--- src/rtl/eth_rx_addr_filter.sv ---
// eth_rx_addr_filter
// Receive-side destination MAC filter. It holds the first six bytes of each
// frame, decides in the cycle the sixth byte arrives, and then replays the
// header and passes the rest of the frame, or silently discards it.
// Downstream backpressure is honoured through a single output register.
// Saturating accept/drop/runt counters are also kept.
module eth_rx_addr_filter #(
   parameter int NumMacEntries = 4,
   parameter int CntWidth      = 16
) (
   input  logic                       clk_i,
   input  logic                       rst_i,

   input  logic [7:0]                 s_axis_tdata_i,
   input  logic                       s_axis_tvalid_i,
   input  logic                       s_axis_tlast_i,
   input  logic                       s_axis_tuser_i,
   output logic                       s_axis_tready_o,

   output logic [7:0]                 m_axis_tdata_o,
   output logic                       m_axis_tvalid_o,
   output logic                       m_axis_tlast_o,
   output logic                       m_axis_tuser_o,
   input  logic                       m_axis_tready_i,

   input  logic [48*NumMacEntries-1:0] cfg_mac_addr_i,
   input  logic [NumMacEntries-1:0]   cfg_mac_en_i,
   input  logic                       cfg_promiscuous_i,
   input  logic                       cfg_accept_bcast_i,
   input  logic                       cfg_accept_group_i,

   input  logic                       cnt_clear_i,
   output logic [CntWidth-1:0]        accept_cnt_o,
   output logic [CntWidth-1:0]        drop_cnt_o,
   output logic [CntWidth-1:0]        runt_cnt_o
);

   typedef enum logic [1:0] {
      ST_HDR,
      ST_REPLAY,
      ST_PASS,
      ST_DROP
   } state_t;

   state_t              r_state;
   logic [2:0]          r_hdrIdx;
   logic [2:0]          r_rdIdx;
   logic [7:0]          r_hdrBuf [0:5];
   logic                r_hdrLast;
   logic                r_hdrUser;
   logic                r_eof;

   logic [7:0]          r_mData;
   logic                r_mValid;
   logic                r_mLast;
   logic                r_mUser;

   logic [CntWidth-1:0] r_acceptCnt;
   logic [CntWidth-1:0] r_dropCnt;
   logic [CntWidth-1:0] r_runtCnt;

   logic                w_outRdy;
   logic                w_sReady;
   logic                w_inHs;
   logic [47:0]         w_dest;
   logic                w_uniHit;
   logic                w_accept;
   logic                w_decide;
   logic                w_acceptInc;
   logic                w_dropInc;
   logic                w_runtInc;

   assign w_outRdy = !r_mValid || m_axis_tready_i;
   assign w_inHs   = s_axis_tvalid_i && w_sReady;

   // The incoming byte completes the address, so the decision needs no extra cycle.
   assign w_dest = {r_hdrBuf[0], r_hdrBuf[1], r_hdrBuf[2], r_hdrBuf[3], r_hdrBuf[4],
                    s_axis_tdata_i};

   // Input ready: the header and drop phases always sink, replay stalls the MAC,
   // and pass-through only sinks when the output register can take the beat.
   always_comb begin
      w_sReady = 1'b1;
      case (r_state)
         ST_HDR:    w_sReady = 1'b1;
         ST_REPLAY: w_sReady = 1'b0;
         ST_PASS:   w_sReady = w_outRdy;
         ST_DROP:   w_sReady = 1'b1;
         default:   w_sReady = 1'b1;
      endcase
   end

   // Compare the destination against every enabled unicast entry in parallel.
   always_comb begin
      w_uniHit = 1'b0;
      for (int i = 0; i < NumMacEntries; i++) begin
         if (cfg_mac_en_i[i] && (cfg_mac_addr_i[48*i +: 48] == w_dest)) begin
            w_uniHit = 1'b1;
         end
      end
   end

   // Accept on promiscuous, broadcast, group (I/G bit) or a unicast entry hit.
   always_comb begin
      w_accept = cfg_promiscuous_i
              || (cfg_accept_bcast_i && (w_dest == {48{1'b1}}))
              || (cfg_accept_group_i && w_dest[40])
              || w_uniHit;
   end

   // Statistic events all happen on a header-phase input handshake.
   always_comb begin
      w_decide    = (r_state == ST_HDR) && w_inHs && (r_hdrIdx == 3'd5);
      w_acceptInc = w_decide && w_accept;
      w_dropInc   = w_decide && !w_accept;
      w_runtInc   = (r_state == ST_HDR) && w_inHs && s_axis_tlast_i && (r_hdrIdx != 3'd5);
   end

   // Main frame FSM together with the header buffer and the output register.
   always_ff @(posedge clk_i or posedge rst_i) begin
      if (rst_i) begin
         r_state   <= ST_HDR;
         r_hdrIdx  <= 3'd0;
         r_rdIdx   <= 3'd0;
         r_hdrLast <= 1'b0;
         r_hdrUser <= 1'b0;
         r_eof     <= 1'b0;
         r_mData   <= 8'd0;
         r_mValid  <= 1'b0;
         r_mLast   <= 1'b0;
         r_mUser   <= 1'b0;
         for (int i = 0; i < 6; i++) begin
            r_hdrBuf[i] <= 8'd0;
         end
      end else begin
         if (m_axis_tready_i) begin
            r_mValid <= 1'b0;
         end
         case (r_state)
            ST_HDR: begin
               if (w_inHs) begin
                  r_hdrBuf[r_hdrIdx] <= s_axis_tdata_i;
                  if (r_hdrIdx == 3'd5) begin
                     r_hdrLast <= s_axis_tlast_i;
                     r_hdrUser <= s_axis_tuser_i;
                     r_eof     <= s_axis_tlast_i;
                     r_hdrIdx  <= 3'd0;
                     r_rdIdx   <= 3'd0;
                     if (w_accept) begin
                        r_state <= ST_REPLAY;
                     end else if (!s_axis_tlast_i) begin
                        r_state <= ST_DROP;
                     end
                  end else if (s_axis_tlast_i) begin
                     r_hdrIdx <= 3'd0;
                  end else begin
                     r_hdrIdx <= r_hdrIdx + 3'd1;
                  end
               end
            end
            ST_REPLAY: begin
               if (w_outRdy) begin
                  r_mValid <= 1'b1;
                  r_mData  <= r_hdrBuf[r_rdIdx];
                  if (r_rdIdx == 3'd5) begin
                     r_mLast <= r_hdrLast;
                     r_mUser <= r_hdrUser;
                     r_rdIdx <= 3'd0;
                     r_state <= r_eof ? ST_HDR : ST_PASS;
                  end else begin
                     r_mLast <= 1'b0;
                     r_mUser <= 1'b0;
                     r_rdIdx <= r_rdIdx + 3'd1;
                  end
               end
            end
            ST_PASS: begin
               if (w_inHs) begin
                  r_mValid <= 1'b1;
                  r_mData  <= s_axis_tdata_i;
                  r_mLast  <= s_axis_tlast_i;
                  r_mUser  <= s_axis_tuser_i;
                  if (s_axis_tlast_i) begin
                     r_state <= ST_HDR;
                  end
               end
            end
            ST_DROP: begin
               if (w_inHs && s_axis_tlast_i) begin
                  r_state <= ST_HDR;
               end
            end
            default: r_state <= ST_HDR;
         endcase
      end
   end

   // Saturating statistics; a clear wins over an increment in the same cycle.
   always_ff @(posedge clk_i or posedge rst_i) begin
      if (rst_i) begin
         r_acceptCnt <= '0;
         r_dropCnt   <= '0;
         r_runtCnt   <= '0;
      end else if (cnt_clear_i) begin
         r_acceptCnt <= '0;
         r_dropCnt   <= '0;
         r_runtCnt   <= '0;
      end else begin
         if (w_acceptInc && (r_acceptCnt != {CntWidth{1'b1}})) begin
            r_acceptCnt <= r_acceptCnt + 1'b1;
         end
         if (w_dropInc && (r_dropCnt != {CntWidth{1'b1}})) begin
            r_dropCnt <= r_dropCnt + 1'b1;
         end
         if (w_runtInc && (r_runtCnt != {CntWidth{1'b1}})) begin
            r_runtCnt <= r_runtCnt + 1'b1;
         end
      end
   end

   assign s_axis_tready_o = w_sReady;
   assign m_axis_tdata_o  = r_mData;
   assign m_axis_tvalid_o = r_mValid;
   assign m_axis_tlast_o  = r_mLast;
   assign m_axis_tuser_o  = r_mUser;
   assign accept_cnt_o    = r_acceptCnt;
   assign drop_cnt_o      = r_dropCnt;
   assign runt_cnt_o      = r_runtCnt;

endmodule

--- config.mk ---
export PLATFORM = sky130hd
export DESIGN_NAME = eth_rx_addr_filter
export DESIGN_NICKNAME = d
export VERILOG_FILES = /design/src/rtl/eth_rx_addr_filter.sv
export SDC_FILE = /design/constraint.sdc
export NUM_CORES = 1
export LEC_CHECK = 0
export ABC_AREA = 0
export CORE_MARGIN = 2
export CORE_UTILIZATION = 30
export CTS_CLUSTER_SIZE = 8
export DETAILED_ROUTE_END_ITERATION = 10
export GPL_ROUTABILITY_DRIVEN = 1
export MAX_ROUTING_LAYER = met4
export PLACE_DENSITY = 0.63
export SETUP_SLACK_MARGIN = 0.2
export SLEW_MARGIN = 20
export SYNTH_ARGS = -nofsm -noshare
export SYNTH_HDL_FRONTEND = slang
export SYNTH_SLANG_ARGS = --single-unit
--- constraint.sdc ---
create_clock -name clk_i -period 4.75 [get_ports clk_i]
set_input_delay 0.7125 -clock clk_i [delete_from_list [all_inputs] [get_ports clk_i]]
set_output_delay 0.7125 -clock clk_i [all_outputs]
set_load 0.05 [all_outputs]
==> results of run 1 <==
==> Yosys cell counts, types with 2 or more instances <==
cell,number,area share (%)
nor2_1,45,2.0
nand2_1,51,2.3
buf_6,3,0.41
clkbuf_1,33,1.5
o31a_1,2,0.21
nor4_1,40,3.0
o21ai_0,24,1.4
xor2_1,154,16
a21o_1,7,0.63
a21oi_1,30,1.8
nor4_2,2,0.30
inv_1,27,1.2
buf_2,33,2.0
nor2b_1,5,0.38
mux2i_1,20,2.4
or4_1,10,0.90
buf_1,2,0.090
ha_1,9,1.4
mux4_2,8,2.2
o22ai_1,8,0.60
and2_1,4,0.30
or3_1,11,0.83
nand2b_1,7,0.53
dfrtp_1,117,35
and3_1,8,0.60
nand4_1,34,2.6
xnor2_1,56,5.9
mux2_2,54,7.3
and4_1,4,0.42
a22o_1,2,0.21
nor3_1,10,0.60
o31ai_1,7,0.63
nand3_1,34,2.0
a221oi_1,2,0.21
==> layer usage <==
layer | up-vias | track usage (%)
li1 | 3526 | -
met1 | 3635 | 24.8
met2 | 321 | 37.1
met3 | 49 | 8.07
met4 | 0 | 7.06
met5 | - | -
==> sequential cells by signal, summed over array words and instances, names as in the netlist, 2 cells and up <==
name and flops:
drop_cnt_o 16, r_rdIdx 3, r_hdrBuf 48, r_state 2, r_hdrIdx 3, accept_cnt_o 16, runt_cnt_o 16, m_axis_tdata_o 8
==> cells by family after synthesis <==
group / count (synthesis)
XOR/XNOR: 210
AND/OR/NAND/NOR: 269
adder cells (fa/ha/maj): 9
buffers and inverters: 98
multiplexers: 82
flip-flops: 117
AO/OA/AOI/OAI: 90
==> layout make-up <==
class                   count  area (um2)  share of cell area, %
multi-input cells         660        4950                   41.6
flip-flops and latches    117        2930                   24.6
repair buffers            287        2840                   23.9
clock buffers              20         457                   3.84
well taps                 341         427                   3.59
clock inverters            12         178                   1.50
inverters                  27         106                  0.895
diodes                      2        5.00                 0.0421
==> worst paths after layout <==
check                                  start                end  slack [ps]  cells past startpoint
max reg2reg                     r_hdrBuf[10]   accept_cnt_o[11]        1280                      8
min reg2reg                m_axis_tdata_o[7]  m_axis_tdata_o[7]         470                      2
min                        m_axis_tdata_o[7]  m_axis_tdata_o[7]         470                      2
max in group asynchronous              rst_i     drop_cnt_o[15]        3140                      3
max                        s_axis_tdata_i[5]   accept_cnt_o[11]         960                      9
min in group asynchronous              rst_i       r_hdrBuf[42]         860                      2
==> worst min-delay path, cell delays in order, from the launching register on <==
cell     delay [ps]
dfrtp_1         340
nand2_1          40
o21ai_0          60
==> per-stage QoR <==
| stage | utilization (%) | cell area (um2) | worst slack [ps] | power (mW) | hold slack (ps) |
|---|---|---|---|---|---|
| 3_5_place_dp | 41.6 | 11200 | 559 | 4.11 | 469 |
| 3_3_place_gp | 41.6 | 11200 | 574 | 4.07 | 466 |
| 4_1_cts | 43.9 | 11900 | 984 | 5.50 | 483 |
| 6_report | 44.0 | 11900 | 965 | 5.49 | 475 |
| 2_1_floorplan | - | 8300 | 937 | 3.29 | 479 |
| 5_1_grt | 44.0 | 11900 | 901 | 5.77 | 512 |
==> power breakdown <==
part	internal (mW)	switching [mW]	total, mW
Sequential	1.26	0.733	1.99
Combinational	1.10	1.02	2.12
Clock	0.905	0.471	1.38
Total	3.26	2.23	5.49
==> cell usage in the layout (no fill, tap or decap), types with 8 or more instances in the layout <==
| cell | n |
|---|---|
| mux2_2 | 54 |
| o21ai_0 | 24 |
| ha_1 | 9 |
| dfrtp_1 | 117 |
| o22ai_1 | 8 |
| inv_1 | 26 |
| nor2_1 | 45 |
| a21oi_1 | 29 |
| nand3_1 | 34 |
| clkbuf_16 | 17 |
| nor3_1 | 10 |
| xnor2_1 | 56 |
| mux4_2 | 8 |
| clkdlybuf4s50_1 | 273 |
| nand2_1 | 51 |
| nor4_1 | 40 |
| and3_1 | 8 |
| or3_1 | 11 |
| or4_1 | 10 |
| xor2_1 | 154 |
| buf_4 | 14 |
| nand4_1 | 34 |
| mux2i_1 | 20 |
==> results by stage, run 1 <==
Run status:
- The flow ran to the end, and the final reports show no timing, DRC or antenna violations.

Finish:
- For this run, the post-layout net count is 1333.
- The area growth from synthesis to layout is 43.1%.
- The count of cells in the finished layout, fillers not included, comes to approximately 1500.
- After filler insertion, the fill cell instance count of the layout stands at around 2600.
- The ratio of cells with drive above 1 in the final layout is approximately a tenth.

Floorplanning:
- The core region is approximately 27000 um2.
- In this run the vertical extent of the chip is between 150 and 200 um.
- For this configuration, the core starts out at a cell density of a little under a third.
- The floorplan has 60 rows.
- The count of pins on the block boundary is roughly 270.
- The die width is between 150 and 200 um.
- The overall die area is between 20000 and 30000 um2.

Power and ir drop:
- The power per cell area is 462 nW/um2.
- Across the VDD grid, the largest voltage drop is approximately 0.31 mV.
- The leakage power summed over all cells is 4.79 nW.

Synthesis:
- The simple-gate portion of the synthesized area is approximately 17%.
- The average cell area after synthesis is between 9 and 10 um2.
- Counting flops with a built-in enable in the synthesized netlist gives 0.
- Summing every instance area after synthesis gives ~8300 um2.
- Summing the areas of all compound-gate instances in the mapped netlist gives 6.84% of the synthesized area.
- Of the synthesized area, sequential elements account for a little over a third.
- Synthesis produced a netlist whose cell count is 875.
- The fraction of synthesis flops using an asynchronous set or reset pin is 100%.
- The arithmetic-cell share of the synthesized area counting full adders, half adders and majority gates is 1.36%.
- The synthesized design contains roughly 120 register bits.
- The post-synthesis cell type count is 46.
- The number of nets in the synthesized netlist is between 1000 and 1500.
- The combinational family with the most area after synthesis is XOR/XNOR gates.
- During synthesis, Yosys emitted a total of 0 warnings.
- The synthesized netlist devotes 22.2% of its cell area to XOR and XNOR gates.
- The main flop type after synthesis is dfrtp_1.
- The portion of synthesized area spent on multiplexers is about an eighth.

Critical path:
- The dominant delay contributor by cell family on the critical path is simple AND/OR/NAND/NOR gates.
- Traced cell by cell, the critical path runs through clkdlybuf4s50_1 > xor2_1 > nor4_1 > nand4_1 > or4_1 > nand3_2 > o21ai_4 > or4_1 > a21oi_1.
- The number of buffers and inverters on the critical path is 1.
- The required time reported for the critical path endpoint is between 5000 and 6000 ps.
- Along the worst path, the maximum fanout reaches 28.
- The type of destination of the critical path is a flop.
- Among the stages of the critical path, the cell type that occurs most often is or4_1.
- The master of the slowest instance on the critical path is or4_1.
- The critical path start-end classification is in -> reg.
- STA classifies the critical path startpoint as an input port.
- Data on the critical path arrives at its endpoint at between 4000 and 5000 ps.
- The largest stage delay on the critical path is ~640 ps.

Drt:
- In the final routed layout, each cell accounts on average for about 21 um.
- The met2 wire length is approximately 15000 um.
- In the final routing, the length of wire on met1 measures roughly 13000 um.
- The number of design-rule violations left by the first detailed-router iteration is roughly 440.
- After detailed routing, no signal wire sits above met4.
- The overall via count from detail_route is about 7500.
- For this run, design rule violations remaining after detail routing come to 0.
- The count of nets left with antenna violations once routing finished came out at 0.
- The final wirelength is between 30000 and 40000 um.
- The via density per instance is 5.14.
- The detailed route wirelength on metal3 is 2870 um.
- The detailed-routing iteration count for the pre-antenna-repair pass is 4.

Placed design:
- The number of input and output port buffers inserted is about 270.
- Including well taps, the total number of placed cells is 1432.
- The global placement routability congestion is between 0.9 and 1.
- Once detailed placement completed, the half-perimeter wirelength came to around 24000 um.

Global routing:
- The sum of overflow across all layers after global routing is 0.
- The maximum number of pins on one net before global-route repair is 86.
- The first global-routing pass estimated around 46000 um of wire.
- The via count of the first global-routing pass is 7717.
- The overall routing resource usage is approximately 22%.
- The number of antenna violations at the first check in global routing is 2.

Timing:
- The portion of the clock cycle consumed by the worst path in the final layout is between 70% and 80%.
- In this run the tightest slew margin relative to its limit is 29.7%.
- Based on the critical path, the design can be clocked at up to roughly 260 MHz.
- The count of final hold-check violations is 0.
- The final setup TNS is 0 ps.
- Setup repair after global routing left no endpoint under its margin.
- The slew at the pin closest to its max-slew limit is roughly 1000 ps.
- The minimum period implied by the final worst setup slack is approximately 3800 ps.
- The worst clock skew is approximately 11 ps.
- The number of endpoints failing setup at the final stage is 0.
- The final-report max-slew violation count is 0.

Clocking:
- The clock sink count is roughly 120.
- The clock tree from TritonCTS is yes.
- The count of buffers added by post-CTS timing repair for setup is 0.
- The clock edge transition at the registers on the reported setup and hold paths is about 60 ps.
- Counting the buffers created by CTS gives 17.
- The hold-fix buffer count after cts is 0.
- Clock tree synthesis selected as its root buffer the cell clkbuf_16.
- The number of instances resized during post-cts repair is 0.
- The depth of the CTS H-tree is 4.
- No sink is reached through more buffers than the 2 on the longest clock path.
- The later pin in the worst-skew pair is clocked with a latency of 420 ps.

Job:
- Max-cap violations in this run came to 0.

Hold path:
- The classification of the worst-slack hold path is reg -> reg.
Note: power is estimated with default switching activity, not from simulation.
==> run 2, diff against run 1 <==
- PLACE_DENSITY: 0.63 -> 0.65
- clock period: 4.75 -> 3.1 ns (I/O delays scaled with it)
==> results by stage, run 2 (synthesized netlist as in run 1, its figures left out) <==
Finish:
- The count of non-filler cells in the finished layout is 1552 (+5.9%).
- The net total in the final layout came to 1421 (+6.6%).
- From synthesis to final layout, the design area changed by 53.1%.
- Ranked by flip-flop count, first place goes to r_hdrBuf.
- The number of antenna diodes was 0 (-2).
- The ratio of cells with drive above 1 in the final layout was 20.1% (+9.6 points).
- The number of flip-flops in the largest register is 48 (unchanged).
- The library cell used most frequently in the layout, excluding fill and tap cells, is clkdlybuf4s50_1.
- In the layout the commonest cells are clkdlybuf4s50_1, xor2_1, buf_4, dfrtp_1, xnor2_1.
- The post-route standard cell area excluding fillers is 12700 um2 (+6.9%).

Power and ir drop:
- The net switching share of the total power was 39.5% (-1.0 points).
- The post-layout total power is 9.03 mW (+64%).
- The leakage power summed over all cells is 5.23 nW (+9.2%).
- The combinational share of power came to 46.1% (+7.5 points).
- The maximum resistive drop on vdd is 0.467 mV (+49%).
- The power per cell area is 710 nW/um2 (+54%).
- The sequential share of power is 30.9% (-5.4 points).
- The part of the total power dissipated in the clock network is 23.0% (-2.1 points).
- The net switching power figure is 3.57 mW (+60%).
- The total internal power is 5.46 mW (+67%).

Clocking:
- The clock tree root buffer cell is clkbuf_16.
- The depth of the CTS H-tree is 4 (unchanged).
- The maximum buffer depth of the clock tree came to 2 (unchanged).
- The clock network latency to the later pin of the worst-skew pair is 430 ps (about the same).
- The hold-fix buffer count after cts is 0 (unchanged).
- TritonCTS built the clock tree.
- The clock sink count is 117 (unchanged).
- The total clock buffers created by CTS is 17 (unchanged).
- The clock edge transition at the registers on the reported setup and hold paths is 50 ps (about the same).

Global routing:
- The wire length of the first global-routing pass is 48300 um (+4.3%).
- The met2 usage is 38.5% (+1.4 points).
- The sum of overflow across all layers after global routing came to 0 (unchanged).
- The met3 demand-to-capacity share in global routing is 6.67% (-1.4 points).
- The number of antenna violations at the first check in global routing is 0 (-2).
- The maximum number of pins on one net before global-route repair came to 53 (-38%).
- The met1 layer usage reported by global route was 26.0% (+1.1 points).
- The overall routing resource usage is 23.2% (+0.97 points).
- The via count of the first global-routing pass was 8145 (+5.5%).
- After global routing, the most crowded layer is met2.

Drt:
- The via density per instance was 5.15 (+0.22%).
- The number of design-rule violations left by the first detailed-router iteration was 529 (+21%).
- The detailed-routing iteration count for the pre-antenna-repair pass is 7 (+3).
- The DRC violation count after routing is 0 (unchanged).
- The overall via count from detail_route was 7990 (+6.1%).
- The routed wire length per instance is 21.2 um (-0.99%).
- The final wirelength is 32900 um (+4.8%).
- The number of nets with antenna violations after routing came to 0 (unchanged).

Placed design:
- The HPWL reported at the end of detailed placement came to 25100 um (+5.2%).
- The number of placed cells counting well taps came to 1496 (+4.5%).
- The total cell area at the placement stage is 11700 um2 (+4.3%).
- The global placement routability congestion is 0.956 (+5.3%).
- The number of input and output port buffers inserted was 273 (unchanged).
- The worst slack after detailed placement was -444 ps (-1000 ps).

Critical path:
- The register-to-register setup slack is 260 ps (-1020 ps).
- The origin of the critical flop-to-flop path is r_hdrBuf[39].
- The required time reported for the critical path endpoint came to 3450 ps (-1640 ps).
- The worst-path maximum fanout was 7 (-75%).
- The depth of the worst register-to-register path was 10 (+2).
- The kind of start point of the critical path is an input port.
- In this run the critical register-to-register path is captured at accept_cnt_o[10].
- The critical path start-end classification is in -> reg.
- The arrival time at the worst endpoint came to 3190 ps (-930 ps).
- The type of destination of the critical path is a flop.

Timing:
- The final-report max-slew violation count was 0 (unchanged).
- The number of endpoints failing setup at the final stage was 0 (unchanged).
- The slew at the pin closest to its max-slew limit was 595 ps (-449 ps).
- The final worst setup slack is 253 ps (-711 ps).
- Setup repair after global routing could not meet its margin everywhere.
- The post-route worst hold slack is 368 ps (-107 ps).
- The worst clock skew came to 14.3 ps (+3.18 ps).
- After layout, the minimum clock period comes to approximately 2800 ps.
- Based on the critical path, the design can be clocked at up to around 350 MHz.
- The final critical path takes up 91.8% of the cycle.
- The remaining max-slew budget at the tightest pin is 60.3% (+31 points).
- The count of final hold-check violations is 0 (unchanged).

Floorplanning:
- The overall die area is 29000 um2 (unchanged).
- The die width is 170 um (unchanged).
- The count of pins on the block boundary was 274 (unchanged).
- The die height is 170 um (unchanged).
- The number of placement rows was 60 (unchanged).
- The starting utilization of the core area is 30.7% (unchanged).
- The standard cell core area was 27000 um2 (unchanged).

Job:
- The number of violations of the max-capacitance limit is 0 (unchanged).

Run status:
- The flow ran to the end, and the final reports show no timing, DRC or antenna violations.

Hold path:
- The worst hold path belongs to the class in -> async.
[run 2: changes by cell type in the layout (fill, tap and decap cells not counted), moves of 6 or more]
cell / change
buf_6: +6
clkdlybuf4s50_1: -7
buf_4: +80
dfrtp_1: -24
dfrtp_2: +24
nor4_1: -8
nor4_2: +8
[run 2: power by group through the flow]
| stage | clock (mW) | sequential [mW] | combinational, mW |
|---|---|---|---|
| final | 2.07 | 2.79 | 4.16 |
| after global routing | 2.19 | 2.81 | 4.47 |
| after CTS | 2.11 | 2.80 | 3.92 |
| after detailed placement | 0 | 2.83 | 3.82 |
| after global placement | 0 | 2.81 | 3.78 |
| after floorplan | 0 | 2.34 | 2.71 |
[run 2: timing repair]
action | CTS | global route
resized for setup | 33 | 25
gates cloned | 1 | 0
pin swaps | 8 | 13
endpoints found under the setup margin | 32 | 25
setup buffers | 9 | 14
[run 2: metrics by stage]
| stage | util, % | TNS (ps) |
|---|---|---|
| after global placement | 43.4 | -7330 |
| after CTS | 46.2 | 0 |
| after detailed placement | 43.4 | -9570 |
| final | 47.0 | 0 |
| after floorplan | - | 0 |
| after global routing | 47.0 | 0 |
[run 2: worst max-delay path by stage]
stage | startpoint | endpoint | slack, ps | cells after the start
4_1_cts | s_axis_tdata_i[6] | accept_cnt_o[10] | 200 | 11
5_1_grt | r_hdrBuf[37] | accept_cnt_o[14] | 170 | 11
2_1_floorplan | r_state[0] | r_state[1] | 400 | 10
3_3_place_gp | cfg_mac_addr_i[131] | accept_cnt_o[13] | -370 | 10
6_report | s_axis_tdata_i[0] | accept_cnt_o[10] | 250 | 11
3_5_place_dp | s_axis_tdata_i[2] | accept_cnt_o[15] | -440 | 9
[run 2: area by class of cell]
class	instances	area, um2
Fill cell	2587	14300
Sequential cell	117	2960
Clock buffer	22	464
Tap cell	341	427
Inverter	27	105
Multi-Input combinational cell	661	5070
Timing Repair Buffer	374	3540
Clock inverter	10	153
[run 2: worst max-delay path, cell delays in order]
cell             delay (ps)
clkdlybuf4s50_1         420
buf_4                   180
xor2_1                  190
nor4_2                  290
nand4_1                 130
or4_4                   580
nand3_4                 150
o21ai_4                 110
buf_6                   160
or4_1                   390
a21oi_1                 130
[run 2: metal layers]
layer  wire length [um]  up-vias  part of all wire [%]
li1                   -     3695                     -
met1              12800     3819                    39
met2              15700      397                    48
met3               2920       79                   8.9
met4               1450        0                   4.4
met5                  0        -                     0
